--- src/rtl/bubble_sort_seq.sv ---
// Odd-even transposition sorter: loads one vector, runs one compare-exchange phase per clock, presents the result.
// Latency: input_num SORT cycles after the accept edge (2..input_num with BUBBLE_SORT_EARLY_EXIT_EN defined).
// Backpressure: in_ready only in IDLE; result is held in DONE until out_ready; no same-cycle reload after unload.
module bubble_sort_seq #(
    parameter int input_num = 4,
    parameter int DW        = 8
) (
    input  logic                    clk,
    input  logic                    rst_n,
    input  logic                    in_valid,
    output logic                    in_ready,
    input  logic [input_num*DW-1:0] din,
    output logic                    out_valid,
    input  logic                    out_ready,
    output logic [input_num*DW-1:0] dout,
    output logic                    busy
);

    localparam int W   = input_num * DW;
    localparam int PCW = $clog2(input_num + 1);

    typedef enum logic [1:0] {
        IDLE = 2'd0,
        SORT = 2'd1,
        DONE = 2'd2
    } state_t;

    state_t           state_q;
    logic [W-1:0]     data_q;
    logic [W-1:0]     data_d;
    logic [W-1:0]     dout_q;
    logic             phase_q;
    logic [PCW-1:0]   pass_cnt_q;
    logic             last_pass;
    logic             sort_exit;

    // One compare-exchange phase applied to the data register. Phase 0 pairs start at
    // the top lane (input_num-1), phase 1 one lane lower; uncovered lanes pass through.
    // Strict '>' keeps equal lanes in place.
    always_comb begin
        data_d = data_q;
        for (int i = input_num - 1; i >= 1; i--) begin
            if ((((input_num - 1 - i) % 2) == 1) == phase_q) begin
                if (data_q[DW*i +: DW] > data_q[DW*(i-1) +: DW]) begin
                    data_d[DW*i +: DW]     = data_q[DW*(i-1) +: DW];
                    data_d[DW*(i-1) +: DW] = data_q[DW*i +: DW];
                end
            end
        end
    end

    assign last_pass = (pass_cnt_q == PCW'(input_num - 1));

`ifdef BUBBLE_SORT_EARLY_EXIT_EN
    // A swap always changes the vector (strict compare), so a changed vector means a swap.
    logic swap_any;
    logic quiet_q;

    assign swap_any  = (data_d != data_q);
    // Two consecutive quiet phases cover every adjacent pair, so the vector is sorted.
    assign sort_exit = last_pass || (!swap_any && quiet_q);

    // Remember whether the previous phase of this vector made no swap.
    always_ff @(posedge clk or negedge rst_n) begin
        if (!rst_n) begin
            quiet_q <= 1'b0;
        end else if (state_q == IDLE && in_valid) begin
            quiet_q <= 1'b0;
        end else if (state_q == SORT) begin
            quiet_q <= !swap_any;
        end
    end
`else
    assign sort_exit = last_pass;
`endif

    // Control FSM: load on accept, one phase per SORT cycle, hold result until unloaded.
    always_ff @(posedge clk or negedge rst_n) begin
        if (!rst_n) begin
            state_q    <= IDLE;
            data_q     <= '0;
            dout_q     <= '0;
            phase_q    <= 1'b0;
            pass_cnt_q <= '0;
        end else begin
            case (state_q)
                IDLE: begin
                    if (in_valid) begin
                        data_q     <= din;
                        phase_q    <= 1'b0;
                        pass_cnt_q <= '0;
                        state_q    <= SORT;
                    end
                end
                SORT: begin
                    data_q     <= data_d;
                    phase_q    <= ~phase_q;
                    pass_cnt_q <= pass_cnt_q + PCW'(1);
                    if (sort_exit) begin
                        dout_q  <= data_d;
                        state_q <= DONE;
                    end
                end
                DONE: begin
                    if (out_ready) begin
                        state_q <= IDLE;
                    end
                end
                default: state_q <= IDLE;
            endcase
        end
    end

    assign in_ready  = (state_q == IDLE);
    assign out_valid = (state_q == DONE);
    assign busy      = (state_q == SORT);
    assign dout      = dout_q;

endmodule

--- config.mk ---
export PLATFORM = sky130hd
export DESIGN_NAME = bubble_sort_seq
export DESIGN_NICKNAME = d
export VERILOG_FILES = /design/src/rtl/bubble_sort_seq.sv
export SDC_FILE = /design/constraint.sdc
export NUM_CORES = 1
export LEC_CHECK = 0
export ABC_AREA = 1
export BUFFER_PORTS_ARGS = -buffer_cell sky130_fd_sc_hd__buf_4
export CORE_MARGIN = 4
export CORE_UTILIZATION = 58
export CTS_CLUSTER_SIZE = 16
export DETAILED_ROUTE_END_ITERATION = 7
export PLACE_DENSITY = 0.81
export SKIP_LAST_GASP = 1
export SLEW_MARGIN = 20
export SYNTH_ARGS = -nofsm -noshare
export SYNTH_HDL_FRONTEND = slang
export SYNTH_SLANG_ARGS = --single-unit
--- constraint.sdc ---
create_clock -name clk -period 2.27 [get_ports clk]
set_input_delay 0.681 -clock clk [delete_from_list [all_inputs] [get_ports clk]]
set_output_delay 0.681 -clock clk [all_outputs]
set_load 0.01 [all_outputs]
==> impl_metrics.py <==
metrics = {
    "sta": {
        "setup_viol": 0,
        "fin_crit_sh_pct": 96.55,
        "fmax_ghz": 0.4563,
        "worst_pin_slew_ns": 0.5371,
        "fin_crit_ns": 2.192,
        "finClkSkew_ns": 0.02028,
        "holdWs_ns": 0.2512,
        "final_max_slew_viol_count": 0,
        "maxSlewHeadroom_pct": 64.10,
        "hold_viol": 0,
    },
    "placement": {
        "io_buffers": 70,
        "hpwlAfterDp_mm": 10.19,
        "gp_congestion": 0.9774,
        "dp.cells": 883,
    },
    "grt": {
        "globalRouteOverflowTotal": 0,
        "grt_util_all_layers_pct": 29.62,
        "grt_pass1_vias": 4706,
        "met3_usage_pct": 6.857,
        "antenna_found_initial": 0,
        "grt_start_max_net_pins": 70,
        "grt_pass1_wl_mm": 22.91,
        "grt_use_met1_pct": 40.22,
        "grt-busiest-layer": "met2",
        "use_met2_pct": 47.28,
    },
    "yosys": {
        "synth_xor_area_share_pct": 0,
        "synth_mux_area_share_pct": 0,
        "synth_cell_type_count": 23,
        "synthAdderAreaFrac_pct": 6.913,
        "synth_seq_area_share_pct": 37.22,
        "yosys_warnings": 0,
        "synth_area_um2": 4706,
        "synth-simple-area-share_pct": 40.47,
        "syn_inst": 715,
        "synth_seq_cells": 70,
        "synth_top_family_by_area": "simple AND/OR/NAND/NOR gates",
        "synthesis.nets": 777,
        "syn_area_per_cell_um2": 6.581,
        "synth_compound_area_share_pct": 6.647,
    },
    "die": {
        "die_w_um": 98.08,
        "fp.dieH_um": 98.08,
        "start_util_pct": 60.27,
        "core_um2": 7807,
        "row_count": 32,
        "io_pins": 71,
        "die-area_um2": 9619,
    },
    "final_layout": {
        "n_antenna_cell": 0,
        "layout_commonest_cell": "nand2_1",
        "drive_gt1_share_pct": 18.35,
        "nNetsFinal": 858,
        "layout_common_cells": "nand2_1 (288), buf_4 (101), nand3_1 (96)",
        "syn2layout_area_growth_pct": 22.07,
        "fin_cells": 903,
    },
    "routing": {
        "vias_per_cell": 5.564,
        "dr.first_iter.drc_count": 579,
        "drtPass1Iterations": 8,
        "wl_mm": 14.10,
        "final_antenna_net_count": 0,
        "wl_per_cell_um": 15.61,
        "drc_errors": 0,
        "num_vias": 5024,
    },
    "flow_run": {
        "maxCapViolations": 0,
    },
    "cts": {
        "clkTransAtPathRegs_ns": 0.10,
        "clk_path_buf_depth": 2,
        "clk_latency_ns": 0.37,
        "clkSinkCount": 70,
        "htreeDepth": 3,
        "cts_hold_buf": 0,
        "cts-root-buf": "clkbuf_8",
        "cts_made_buffers": 9,
        "tritoncts": "yes",
    },
    "worst_setup_path": {
        "cp.arrival_ns": 2.46,
        "worstSetupEndpointType": "flip-flop",
        "worstPathRequired_ns": 2.54,
        "worstSetupStartpointType": "flip-flop",
        "critPathKind": "reg2reg",
        "critical_path.max_fanout": 16,
    },
    "min_path": {
        "hold_class": "in2async",
    },
    "outcome": {
        "status": "completed",
    },
}
-- routing by layer --
metal,vias up,share of wire [%]
met3,39,11
met5,-,0
met4,0,2.6
li1,2404,-
met2,251,47
met1,2330,40
-- timing repair --
action	in CTS	in global routing
setup buffers	0	3
gates resized for setup	0	11
setup endpoints to repair	0	38
hold endpoints to repair	0	0
-- sequential cells by signal, indices dropped and copies added (netlist names) --
signal      cells
data_q         32
dout           32
pass_cnt_q      3
state_q         2
phase_q         1
-- synthesized netlist by cell type --
master,count,area share [%]
clkbuf_1,16,1.3
dfrtp_1,70,37
a21o_1,3,0.48
a21oi_4,1,0.35
o21ai_1,19,2.0
o21ai_2,4,0.74
a21boi_4,1,0.40
a21oi_2,1,0.19
inv_1,64,5.1
buf_2,17,1.8
nor2_2,3,0.40
nand2_2,5,0.66
nand2_1,288,23
nand2_4,1,0.24
o31ai_1,1,0.16
o21ai_0,13,1.4
a22o_1,1,0.19
a21oi_1,7,0.74
ha_1,26,6.9
inv_2,1,0.080
nor2_1,75,6.0
buf_6,2,0.48
nand3_1,96,10
-- critical path, stage by stage (launching register included) --
cell and delay, ns:
dfrtp_1 0.51, inv_1 0.16, ha_1 0.29, nand2_1 0.07, nor2_1 0.06, a21oi_4 0.33
nand2_4 0.23, o21ai_1 0.22, nand2_1 0.09, nand2_1 0.08, nand2_1 0.05
-- worst paths after layout --
path | from | end | slack, ns | cells past startpoint
hold / removal | rst_n | dout[31] | 0.25 | 1
setup / recovery | data_q[8] | data_q[2] | 0.08 | 10
max in group asynchronous | rst_n | data_q[14] | 1.43 | 2
min in group clk | dout[14] | dout[14] | 0.48 | 2
setup reg to reg | data_q[8] | data_q[2] | 0.08 | 10
hold reg to reg | dout[14] | dout[14] | 0.48 | 2
-- through the flow --
step / util, % / setup TNS, ns / setup WS (ns) / area, um^2
2_1_floorplan: - / 0 / 0.3909 / 4706
3_3_place_gp: 70.00 / 0 / 0.1331 / 5465
3_5_place_dp: 70.00 / 0 / 0.08599 / 5465
4_1_cts: 72.66 / 0 / 0.06209 / 5673
5_1_grt: 73.57 / -0.01044 / -0.009948 / 5744
6_report: 73.57 / 0 / 0.07843 / 5744
-- cells by family (layout without fill, tap and decap cells) --
| group | Yosys count | in the layout |
|---|---|---|
| AO/OA/AOI/OAI | 51 | 51 |
| buffers and inverters | 100 | 185 |
| flip-flops | 70 | 70 |
| adder cells (fa/ha/maj) | 26 | 26 |
| AND/OR/NAND/NOR | 468 | 469 |
-- area by class of cell --
type	count	area (um^2)
clock buffers	10	137.6
clock inverters	6	70.07
fillers	659	2063
inverters	65	247.7
multi-input cells	546	2595
flip-flops and latches	70	1757
well taps	102	127.6
repair buffers	104	809.5
Power is not shown: default switching activity piles up to over one toggle a cycle in this logic, so the estimate is an artifact.
